===== config.mk =====
export PLATFORM = sky130hd
export DESIGN_NAME = ps2_scancode_rx_flat
export DESIGN_NICKNAME = d
export VERILOG_FILES = /design/src/rtl/ps2_scancode_rx_if.sv /design/src/rtl/ps2_scancode_rx.sv /design/src/flat_wrapper.sv
export SDC_FILE = /design/constraint.sdc
export NUM_CORES = 1
export LEC_CHECK = 0
export ABC_AREA = 1
export BUFFER_PORTS_ARGS = -buffer_cell sky130_fd_sc_hd__buf_2
export CORE_ASPECT_RATIO = 1.1
export CORE_MARGIN = 4
export CORE_UTILIZATION = 45
export CTS_CLUSTER_SIZE = 25
export DETAILED_ROUTE_END_ITERATION = 8
export SLEW_MARGIN = 10
export SYNTH_ARGS = -nofsm -noshare
export SYNTH_HDL_FRONTEND = slang
export SYNTH_SLANG_ARGS = --single-unit

===== constraint.sdc =====
create_clock -name clk -period 1.5 [get_ports clk]
set_input_delay 0.075 -clock clk [delete_from_list [all_inputs] [get_ports clk]]
set_output_delay 0.075 -clock clk [all_outputs]
set_load 0.01 [all_outputs]

===== src/rtl/ps2_scancode_rx_if.sv =====
// Key event bus from the PS/2 scancode receiver to the scancode-to-opcode decoder.
// The receiver drives it through the master modport; consumers read it through slave.
interface ps2_scancode_rx_if;
  logic [7:0] keyboardValue;
  logic       key_valid;
  logic       key_extended;
  logic       frame_error;

  modport master (
    output keyboardValue,
    output key_valid,
    output key_extended,
    output frame_error
  );

  modport slave (
    input keyboardValue,
    input key_valid,
    input key_extended,
    input frame_error
  );
endinterface


===== src/rtl/ps2_scancode_rx.sv =====
// PS/2 keyboard receiver: synchronizes and deglitches ps2_clk, deframes 11-bit frames,
// and turns E0/F0 prefixed scancodes into make-code events with an extended flag.
module ps2_scancode_rx #(
  parameter int FILTER_LEN     = 4,
  parameter int TIMEOUT_CYCLES = 50000
) (
  input  logic                      clk,
  input  logic                      reset_n,
  input  logic                      ps2_clk,
  input  logic                      ps2_data,
  ps2_scancode_rx_if.master         key_if
);

  localparam int FCW = $clog2(FILTER_LEN + 1);
  localparam int TCW = $clog2(TIMEOUT_CYCLES + 1);

  typedef enum logic [1:0] {IDLE, DATA, PARITY, STOP} state_e;

  state_e         state_q, state_d;
  logic           clk_meta_q, clk_meta_d, clk_sync_q, clk_sync_d;
  logic           data_meta_q, data_meta_d, data_sync_q, data_sync_d;
  logic           filt_clk_q, filt_clk_d;
  logic [FCW-1:0] filt_cnt_q, filt_cnt_d;
  logic [TCW-1:0] tmo_cnt_q, tmo_cnt_d;
  logic [2:0]     bit_cnt_q, bit_cnt_d;
  logic [7:0]     shift_q, shift_d;
  logic           parity_q, parity_d;
  logic           brk_q, brk_d;
  logic           ext_q, ext_d;
  logic [7:0]     key_value_q, key_value_d;
  logic           key_valid_q, key_valid_d;
  logic           key_ext_q, key_ext_d;
  logic           frame_err_q, frame_err_d;
  logic           fall;

  // NOTE: every signal gets its default before any branch so no path can leave
  // one unassigned and infer a latch.
  always_comb begin
    clk_meta_d  = ps2_clk;
    clk_sync_d  = clk_meta_q;
    data_meta_d = ps2_data;
    data_sync_d = data_meta_q;
    filt_clk_d  = filt_clk_q;
    filt_cnt_d  = filt_cnt_q;
    tmo_cnt_d   = tmo_cnt_q;
    state_d     = state_q;
    bit_cnt_d   = bit_cnt_q;
    shift_d     = shift_q;
    parity_d    = parity_q;
    brk_d       = brk_q;
    ext_d       = ext_q;
    key_value_d = key_value_q;
    key_ext_d   = key_ext_q;
    key_valid_d = 1'b0;
    frame_err_d = 1'b0;
    fall        = 1'b0;

    // The filtered level flips only once FILTER_LEN consecutive samples disagree with it.
    if (clk_sync_q == filt_clk_q) begin
      filt_cnt_d = '0;
    end else if (filt_cnt_q == FCW'(FILTER_LEN - 1)) begin
      filt_clk_d = clk_sync_q;
      filt_cnt_d = '0;
      fall       = filt_clk_q;
    end else begin
      filt_cnt_d = filt_cnt_q + FCW'(1);
    end

    if (fall || state_q == IDLE) begin
      tmo_cnt_d = '0;
    end else begin
      tmo_cnt_d = tmo_cnt_q + TCW'(1);
    end

    case (state_q)
      IDLE: begin
        if (fall && !data_sync_q) begin
          state_d   = DATA;
          bit_cnt_d = 3'd0;
        end
      end
      DATA: begin
        if (fall) begin
          shift_d   = {data_sync_q, shift_q[7:1]};
          bit_cnt_d = bit_cnt_q + 3'd1;
          if (bit_cnt_q == 3'd7) begin
            state_d = PARITY;
          end
        end
      end
      PARITY: begin
        if (fall) begin
          parity_d = data_sync_q;
          state_d  = STOP;
        end
      end
      STOP: begin
        if (fall) begin
          state_d = IDLE;
          if (data_sync_q && (^{shift_q, parity_q})) begin
            if (shift_q == 8'hF0) begin
              brk_d = 1'b1;
            end else if (shift_q == 8'hE0) begin
              ext_d = 1'b1;
            end else if (brk_q) begin
              // Break code: the release of this key is swallowed along with any E0 prefix.
              brk_d = 1'b0;
              ext_d = 1'b0;
            end else begin
              key_value_d = shift_q;
              key_ext_d   = ext_q;
              key_valid_d = 1'b1;
              ext_d       = 1'b0;
            end
          end else begin
            frame_err_d = 1'b1;
          end
        end
      end
      default: state_d = IDLE;
    endcase

    // A stalled keyboard abandons the partial frame; prefix flags are kept.
    if (state_q != IDLE && !fall && tmo_cnt_q == TCW'(TIMEOUT_CYCLES - 1)) begin
      state_d     = IDLE;
      tmo_cnt_d   = '0;
      frame_err_d = 1'b1;
    end
  end

  // NOTE: state registers use non-blocking assignments so every flop samples
  // the pre-edge values of the others, independent of statement order.
  always_ff @(posedge clk or negedge reset_n) begin
    if (!reset_n) begin
      clk_meta_q  <= 1'b1;
      clk_sync_q  <= 1'b1;
      data_meta_q <= 1'b0;
      data_sync_q <= 1'b0;
      filt_clk_q  <= 1'b1;
      filt_cnt_q  <= '0;
      tmo_cnt_q   <= '0;
      state_q     <= IDLE;
      bit_cnt_q   <= 3'd0;
      shift_q     <= 8'h00;
      parity_q    <= 1'b0;
      brk_q       <= 1'b0;
      ext_q       <= 1'b0;
      key_value_q <= 8'h00;
      key_valid_q <= 1'b0;
      key_ext_q   <= 1'b0;
      frame_err_q <= 1'b0;
    end else begin
      clk_meta_q  <= clk_meta_d;
      clk_sync_q  <= clk_sync_d;
      data_meta_q <= data_meta_d;
      data_sync_q <= data_sync_d;
      filt_clk_q  <= filt_clk_d;
      filt_cnt_q  <= filt_cnt_d;
      tmo_cnt_q   <= tmo_cnt_d;
      state_q     <= state_d;
      bit_cnt_q   <= bit_cnt_d;
      shift_q     <= shift_d;
      parity_q    <= parity_d;
      brk_q       <= brk_d;
      ext_q       <= ext_d;
      key_value_q <= key_value_d;
      key_valid_q <= key_valid_d;
      key_ext_q   <= key_ext_d;
      frame_err_q <= frame_err_d;
    end
  end

  assign key_if.keyboardValue = key_value_q;
  assign key_if.key_valid     = key_valid_q;
  assign key_if.key_extended  = key_ext_q;
  assign key_if.frame_error   = frame_err_q;

endmodule


===== src/flat_wrapper.sv =====
// flat-port wrapper written by rule: the top's interface ports become plain ports
module ps2_scancode_rx_flat 
#(
  parameter int FILTER_LEN     = 4,
  parameter int TIMEOUT_CYCLES = 50000
)
  (clk, reset_n, ps2_clk, ps2_data, key_if_keyboardValue, key_if_key_valid, key_if_key_extended, key_if_frame_error);
  ps2_scancode_rx_if key_if_i ();
  input  logic clk;
  input  logic reset_n;
  input  logic ps2_clk;
  input  logic ps2_data;
  output wire logic [$bits(key_if_i.keyboardValue)-1:0] key_if_keyboardValue;
  output wire logic [$bits(key_if_i.key_valid)-1:0] key_if_key_valid;
  output wire logic [$bits(key_if_i.key_extended)-1:0] key_if_key_extended;
  output wire logic [$bits(key_if_i.frame_error)-1:0] key_if_frame_error;
  assign key_if_keyboardValue = key_if_i.keyboardValue;
  assign key_if_key_valid = key_if_i.key_valid;
  assign key_if_key_extended = key_if_i.key_extended;
  assign key_if_frame_error = key_if_i.frame_error;
  ps2_scancode_rx #(.FILTER_LEN(FILTER_LEN), .TIMEOUT_CYCLES(TIMEOUT_CYCLES)) u_core (.clk(clk), .reset_n(reset_n), .ps2_clk(ps2_clk), .ps2_data(ps2_data), .key_if(key_if_i));
endmodule

Yosys cells after proc, flatten, opt, wreduce, memory -nomap -nowiden
Cells that the tools add are included.
Storage, ports and cells
  register bits: 51
Cells by class
  add/sub/neg operators: 3
  equal/unequal tests: 17
  muxes and demuxes: 29
  bitwise operators: 4
  reduce and logical (&&, ||, !) cells: 19
Operators with widths (number)
  two-way mux 16 bit: 2
  adder 16 x 1 -> 16 bit, second input constant: 1
  equality test 16 bit, second input constant: 1
  equality test 8 bit, second input constant: 2
  two-way mux 1 bit: 15
  two-way mux 2 bit: 6
  two-way mux 3 bit: 4
  inequality test 3 x 1 -> 1 bit, second input constant: 4
  XOR reduction 9 bit: 1
  case mux 2 bit (4 select lines): 1
  AND reduction 4 bit: 2
  adder 3 x 1 -> 3 bit, second input constant: 2
  case mux 3 bit (2 select lines): 1
  AND reduction 2 bit: 3
  AND reduction 6 bit: 1
  AND reduction 5 bit: 1
  equality test 2 bit, second input constant: 2
  logical AND 1 bit: 4
  inequality test 2 x 1 -> 1 bit, second input constant: 2
  NOT 1 bit: 4
  nonzero test 2 bit: 2
  equality test 3 x 2 -> 1 bit, second input constant: 1
  equality test 3 bit, second input constant: 1
  inequality test 3 bit, second input constant: 1
  other kinds (7): 8

Longest topological paths before layout
  word-level depth: 8
  mapped depth: 13
  gate-level depth less buffers: 13

Worst setup path before layout
OpenSTA, ideal clock, no wires.
  path kind: register to register
  start: register u_core.filt_clk_q
  end: register u_core.key_value_q[6], in the netlist u_core.key_if.keyboardValue[6]
  setup time: 0.118 ns
  data arrival time: 1.445 ns
  data required time: 1.382 ns
  path slack: -0.063 ns
  stages on the path, launching flop included: 11
  path buffers: 1
  clock period less this slack: 1.563 ns
  cells stage by stage: dfstp_2 -> inv_1 -> nor2_2 -> nand2_2 -> nor3_2 -> nand2_1 -> nor2_2 -> nand3_4 -> buf_6 -> nand2_1 -> o21ai_2
On the way
  cells in the longest elaborated chain, start to end: 3
RTL lines
  start: declaration: line ps2_scancode_rx.sv:22  | logic filt_clk_q, filt_clk_d;
  start signal: assignment: line ps2_scancode_rx.sv:157  | filt_clk_q <= filt_clk_d;
  two-way mux 1 bit or equality test 1 bit (tied branches): line ps2_scancode_rx.sv:61, ps2_scancode_rx.sv:59
  two-way mux 1 bit (*): line ps2_scancode_rx.sv:59  | if (clk_sync_q == filt_clk_q) begin
  AND reduction 6 bit (no line) (*)
  end signal: assignment: line ps2_scancode_rx.sv:166  | key_value_q <= key_value_d;
  end: declaration: line ps2_scancode_rx.sv:30  | logic [7:0] key_value_q, key_value_d;
Every way passes the cells marked *; elsewhere a longest branch is shown, timed or not.
A chain may end at the register's enable or synchronous reset.

Final worst setup path
  start: register u_core.filt_clk_q
  end: register u_core.bit_cnt_q[0]
On the way
  cells in the longest elaborated chain, start to end: 5
RTL lines
  two-way mux 1 bit or equality test 1 bit (tied branches): line ps2_scancode_rx.sv:61, ps2_scancode_rx.sv:59
  two-way mux 1 bit (*): line ps2_scancode_rx.sv:59
  logical AND 1 bit: line ps2_scancode_rx.sv:77  | if (fall && !data_sync_q) begin
  inequality test 2 bit (no line)
  AND reduction 3 bit (no line) (*)
  end signal: assignment: line ps2_scancode_rx.sv:161  | bit_cnt_q <= bit_cnt_d;
  end: declaration: line ps2_scancode_rx.sv:25  | logic [2:0] bit_cnt_q, bit_cnt_d;
Marked as above.

==> impl_results.html <==
<table>
<tr><th>Metric</th><th>Value</th></tr>
<tr><th colspan="2">Status</th></tr>
<tr><td>Result of the run</td><td>finished with violations</td></tr>
<tr><td>Violated checks</td><td>negative setup slack</td></tr>
<tr><th colspan="2">Timing</th></tr>
<tr><td>Hold violation count in the final report</td><td>0</td></tr>
<tr><td>Time the worst path needs with I/O delays and setup</td><td>roughly 1.6 ns</td></tr>
<tr><td>Layout Skew</td><td>0.0151 ns</td></tr>
<tr><td>Maximum clock rate</td><td>between 600 and 700 MHz</td></tr>
<tr><td>Slew HR</td><td>between 60% and 70%</td></tr>
<tr><td>Final critical-path setup slack</td><td>-0.140 ns</td></tr>
<tr><td>Total of endpoints with negative setup slack in the final report</td><td>37</td></tr>
<tr><td>Count of pins over their slew limit</td><td>0</td></tr>
<tr><td>Measured slew at the worst slew-check pin</td><td>approximately 0.50 ns</td></tr>
<tr><td>Setup repair after global routing missed its margin</td><td>true</td></tr>
<tr><td>Final worst-path cycle share</td><td>109%</td></tr>
<tr><th colspan="2">Setup path</th></tr>
<tr><td>Most numerous cell on the critical path</td><td>sky130_fd_sc_hd__buf_4</td></tr>
<tr><td>Largest fanout on the critical path</td><td>5</td></tr>
<tr><td>Capture point of the worst reg-to-reg path</td><td>u_core.bit_cnt_q[0]</td></tr>
<tr><td>Buffer and inverter count on the worst path</td><td>3</td></tr>
<tr><td>Start point of the critical path</td><td>u_core.filt_clk_q</td></tr>
<tr><td>Instance count on the critical path</td><td>8</td></tr>
<tr><td>Beginning of the worst register-to-register path</td><td>u_core.filt_clk_q</td></tr>
<tr><td>Slowest-stage cell, CP</td><td>sky130_fd_sc_hd__dfstp_2</td></tr>
<tr><td>Endpoint arrival time on the critical path</td><td>approximately 1.9 ns</td></tr>
<tr><td>Worst Setup End Kind</td><td>register</td></tr>
<tr><td>Worst Path Class, Setup</td><td>register to register</td></tr>
<tr><td>Delay-heaviest family, CP</td><td>flip-flops</td></tr>
<tr><td>Data required time at the worst endpoint</td><td>around 1.7 ns</td></tr>
<tr><td>Slack of the worst reg-to-reg path</td><td>-0.14 ns</td></tr>
<tr><td>Startpoint Class</td><td>register</td></tr>
<tr><td>Max stage delay on crit path</td><td>roughly 0.56 ns</td></tr>
<tr><td>Cell count of the worst reg-to-reg path</td><td>8</td></tr>
<tr><td>Cell-by-cell listing of the critical path</td><td>inv_2 &gt; nor2_4 &gt; nand2_4 &gt; buf_4 &gt; o21ai_2 &gt; buf_4 &gt; nand2_1 &gt; o21ai_0</td></tr>
<tr><td>CP Capture Point</td><td>u_core.bit_cnt_q[0]</td></tr>
<tr><th colspan="2">Yosys</th></tr>
<tr><td>Number of library cell types mapped by synthesis</td><td>32</td></tr>
<tr><td>Mapped cell area</td><td>~2600 um2</td></tr>
<tr><td>Synth Register Bits</td><td>51</td></tr>
<tr><td>Avg Cell Area, Syn</td><td>slightly above 8 um2</td></tr>
<tr><td>Synthesized instance count</td><td>308</td></tr>
<tr><td>Sequential-to-total area share from yosys stat</td><td>between 50% and 60%</td></tr>
<tr><td>Warnings from Yosys</td><td>0</td></tr>
<tr><td>Synthesized netlist net count</td><td>320</td></tr>
<tr><th colspan="2">GRT</th></tr>
<tr><td>Remaining global-route overflow</td><td>0</td></tr>
<tr><td>Pin count of the biggest net entering global routing</td><td>33</td></tr>
<tr><td>Number of antenna violations at the first check in global routing</td><td>0</td></tr>
<tr><td>Wire length of the first global-routing pass</td><td>approximately 9.7 mm</td></tr>
<tr><td>Via count of the first global-routing pass</td><td>between 2000 and 2500</td></tr>
<tr><td>Global-route total usage across every layer</td><td>~18%</td></tr>
<tr><th colspan="2">Drt</th></tr>
<tr><td>Remaining antenna violation count after routing</td><td>0</td></tr>
<tr><td>Average wire per standard cell</td><td>~13 um</td></tr>
<tr><td>DR iter-0 viols</td><td>81</td></tr>
<tr><td>Remaining routing DRC violations</td><td>0</td></tr>
<tr><td>Vias</td><td>2306</td></tr>
<tr><td>Via count normalized by instance count</td><td>4.86</td></tr>
<tr><td>Total wirelength of the detailed-routed design</td><td>about 6.2 mm</td></tr>
<tr><td>Number of search-and-repair iterations in the first detailed-routing pass</td><td>4</td></tr>
<tr><th colspan="2">Clock tree</th></tr>
<tr><td>Clock tree from TritonCTS</td><td>built</td></tr>
<tr><td>Root buffer cell</td><td>sky130_fd_sc_hd__clkbuf_8</td></tr>
<tr><td>Sinks on Clock Net</td><td>~50</td></tr>
<tr><td>Clock-pin slew reported for the worst setup and hold paths after clock tree synthesis</td><td>around 0.11 ns</td></tr>
<tr><td>Clk buf depth</td><td>2</td></tr>
<tr><td>H-tree Lvls</td><td>2</td></tr>
<tr><td>Num CTS Buffers</td><td>5</td></tr>
<tr><td>Insertion delay of the later-clocked pin in the worst-skew pair</td><td>~0.31 ns</td></tr>
<tr><th colspan="2">Die</th></tr>
<tr><td>Core Rows</td><td>28</td></tr>
<tr><td>Horizontal die dimension</td><td>~80 um</td></tr>
<tr><td>Die height</td><td>87.0 um</td></tr>
<tr><td>Core Area</td><td>about 5400 um2</td></tr>
<tr><td>Effective utilization at floorplan</td><td>47.0%</td></tr>
<tr><td>Die footprint</td><td>slightly below 7000 um2</td></tr>
<tr><td>Number of placed I/O pins</td><td>15</td></tr>
<tr><th colspan="2">Power</th></tr>
<tr><td>Leakage component of the power</td><td>about 0.0019 uW</td></tr>
<tr><td>Worst supply voltage drop on vdd</td><td>approximately 0.00073 V</td></tr>
<tr><td>Total power</td><td>about 4300 uW</td></tr>
<tr><td>Power density normalized to cell area</td><td>around 1100 nW/um2</td></tr>
<tr><th colspan="2">Flow run</th></tr>
<tr><td>Max-cap violations</td><td>0</td></tr>
<tr><th colspan="2">Hold path</th></tr>
<tr><td>Min-delay worst type</td><td>input pin to asynchronous set/reset pin</td></tr>
<tr><th colspan="2">Layout</th></tr>
<tr><td>Fill cell count</td><td>399</td></tr>
<tr><td>Synth-to-Final Area Change</td><td>49.2%</td></tr>
<tr><td>Layout net count</td><td>410</td></tr>
<tr><td>Antenna diode instance count</td><td>0</td></tr>
<tr><td>Fraction of layout cells with a size suffix above 1</td><td>between 40% and 50%</td></tr>
<tr><td>Non-Filler Cell Area, Final</td><td>3810 um2</td></tr>
<tr><th colspan="2">Placement</th></tr>
<tr><td>Placement Cell Area</td><td>3020 um2</td></tr>
<tr><td>Final HPWL DP</td><td>about 3.9 mm</td></tr>
<tr><td>Buffers on Ports</td><td>14</td></tr>
<tr><td>Gpl congestion</td><td>slightly above 0.8</td></tr>
</table>
[flip-flops by register name (all words and copies together), names as in the netlist]
signal and count:
u_core.tmo_cnt_q 16, u_core.key_if.keyboardValue 8, u_core.shift_q 8, u_core.bit_cnt_q 3, u_core.filt_cnt_q 3, u_core.state_q 2
u_core.brk_q 1, u_core.clk_meta_q 1, u_core.clk_sync_q 1, u_core.data_meta_q 1, u_core.data_sync_q 1, u_core.ext_q 1
u_core.filt_clk_q 1, u_core.key_if.frame_error 1, u_core.key_if.key_extended 1, u_core.key_if.key_valid 1, u_core.parity_q 1
[metal layers]
metal	share of wire, %	GRT usage [%]	vias up
met1	41	21.2	1108
met4	1.6	6.61	0
met5	0	0	-
met2	55	31.9	24
met3	2.4	3.52	8
li1	-	-	1166
[power breakdown]
group	total (uW)	internal (uW)	leakage (uW)	switching, uW
clock	1160	677	0.0000703	483
sequential	1600	1500	0.000687	98.4
combinational	1520	656	0.00117	865
[worst min path at each step]
stage / slack, ns / start / end / depth (start not counted)
after CTS: 0.27 / reset_n / u_core.tmo_cnt_q[4] / 2
after floorplan: -0.22 / reset_n / u_core.bit_cnt_q[0] / 0
final: 0.26 / reset_n / u_core.tmo_cnt_q[4] / 2
after global placement: 0.06 / reset_n / u_core.tmo_cnt_q[5] / 1
after global routing: 0.29 / reset_n / u_core.key_if.frame_error / 2
after detailed placement: 0.06 / reset_n / u_core.tmo_cnt_q[4] / 1
[stage by stage]
step / utilization (%) / hold slack [ns] / setup WS [ns] / setup TNS [ns] / instances
after CTS: 63.1 / 0.273 / -0.121 / -1.18 / 458
after detailed placement: 55.5 / 0.0636 / -0.184 / -2.18 / 435
after floorplan: - / -0.221 / -0.0594 / -0.0974 / 308
after global placement: 55.5 / 0.0577 / -0.123 / -1.55 / 435
after global routing: 70.1 / 0.294 / -0.238 / -5.86 / 474
final: 70.1 / 0.258 / -0.140 / -2.62 / 474
[placed cells by master (no fill, tap or decap), types with 3 or more instances in the layout]
master,count
sky130_fd_sc_hd__dfrtp_1,47
sky130_fd_sc_hd__nand2_1,56
sky130_fd_sc_hd__buf_2,14
sky130_fd_sc_hd__o21ai_1,9
sky130_fd_sc_hd__nor2_1,23
sky130_fd_sc_hd__buf_4,55
sky130_fd_sc_hd__nor2_4,11
sky130_fd_sc_hd__buf_6,8
sky130_fd_sc_hd__nand2_4,8
sky130_fd_sc_hd__inv_1,37
sky130_fd_sc_hd__o21ai_2,10
sky130_fd_sc_hd__dlygate4sd3_1,3
sky130_fd_sc_hd__nand3_4,4
sky130_fd_sc_hd__nor3_1,4
sky130_fd_sc_hd__dfstp_2,3
sky130_fd_sc_hd__a21oi_1,3
sky130_fd_sc_hd__nand4_1,9
sky130_fd_sc_hd__clkbuf_8,5
sky130_fd_sc_hd__nand3_2,5
sky130_fd_sc_hd__nand3_1,5
sky130_fd_sc_hd__o21ai_0,7
sky130_fd_sc_hd__ha_1,6
sky130_fd_sc_hd__nor2_2,3
sky130_fd_sc_hd__nor3_2,3
sky130_fd_sc_hd__nand2_2,22
sky130_fd_sc_hd__inv_2,11
[cells by family after synthesis]
group | share of synthesized area, %
XOR/XNOR | 1.03
buffers and inverters | 8.29
AND/OR/NAND/NOR | 27.9
AO/OA/AOI/OAI | 8.73
flip-flops | 50.2
adder cells (fa/ha/maj) | 3.92
[synthesized netlist by cell type]
library cell               instances  share of area [%]
sky130_fd_sc_hd__dfrtp_1          48                 47
sky130_fd_sc_hd__inv_1            48                7.1
sky130_fd_sc_hd__nand3_4           1               0.69
sky130_fd_sc_hd__ha_1              8                3.9
sky130_fd_sc_hd__nand3_1           9                1.8
sky130_fd_sc_hd__nand2_1          83                 12
sky130_fd_sc_hd__o21ai_1           4               0.78
sky130_fd_sc_hd__nor2_2            4               0.98
sky130_fd_sc_hd__nand4_1           9                2.2
sky130_fd_sc_hd__a21oi_1           3               0.59
sky130_fd_sc_hd__o21ai_0          15                2.9
sky130_fd_sc_hd__buf_6             1               0.44
sky130_fd_sc_hd__nand3_2           1               0.39
sky130_fd_sc_hd__dfstp_2           3                3.1
sky130_fd_sc_hd__xnor2_1           1               0.34
sky130_fd_sc_hd__nor4_1            3               0.74
sky130_fd_sc_hd__buf_2             1               0.20
sky130_fd_sc_hd__inv_2             1               0.15
sky130_fd_sc_hd__and3_2            1               0.29
sky130_fd_sc_hd__nor3b_1           1               0.29
sky130_fd_sc_hd__nor3_1            7                1.4
sky130_fd_sc_hd__o21ai_2           8                2.7
sky130_fd_sc_hd__buf_4             1               0.29
sky130_fd_sc_hd__xor2_1            2               0.69
sky130_fd_sc_hd__o21bai_1          2               0.59
sky130_fd_sc_hd__a32o_1            2               0.78
sky130_fd_sc_hd__nand2_2           4               0.98
sky130_fd_sc_hd__a22oi_1           1               0.29
sky130_fd_sc_hd__nor2_1           32                4.7
sky130_fd_sc_hd__nor3_2            2               0.78
sky130_fd_sc_hd__nor2_4            1               0.44
sky130_fd_sc_hd__clkbuf_1          1               0.15
[timing repair]
action	CTS	global route
pin swaps	20	30
gates cloned	3	1
hold buffers	3	0
resized for setup	43	68
endpoints found under the hold margin	21	0
setup endpoints to repair	33	40
buffers inserted	9	15
[layout make-up]
cell class / instances / area [um2] / share of cell area [%]
Sequential cell: 51 / 1280 / 33.7
Clock inverter: 3 / 71.3 / 1.87
Timing Repair Buffer: 84 / 683 / 17.9
Clock buffer: 5 / 68.8 / 1.81
Tap cell: 75 / 93.8 / 2.47
Multi-Input combinational cell: 207 / 1420 / 37.3
Inverter: 49 / 186 / 4.90
No activity file was read; power rests on OpenSTA's default activity.
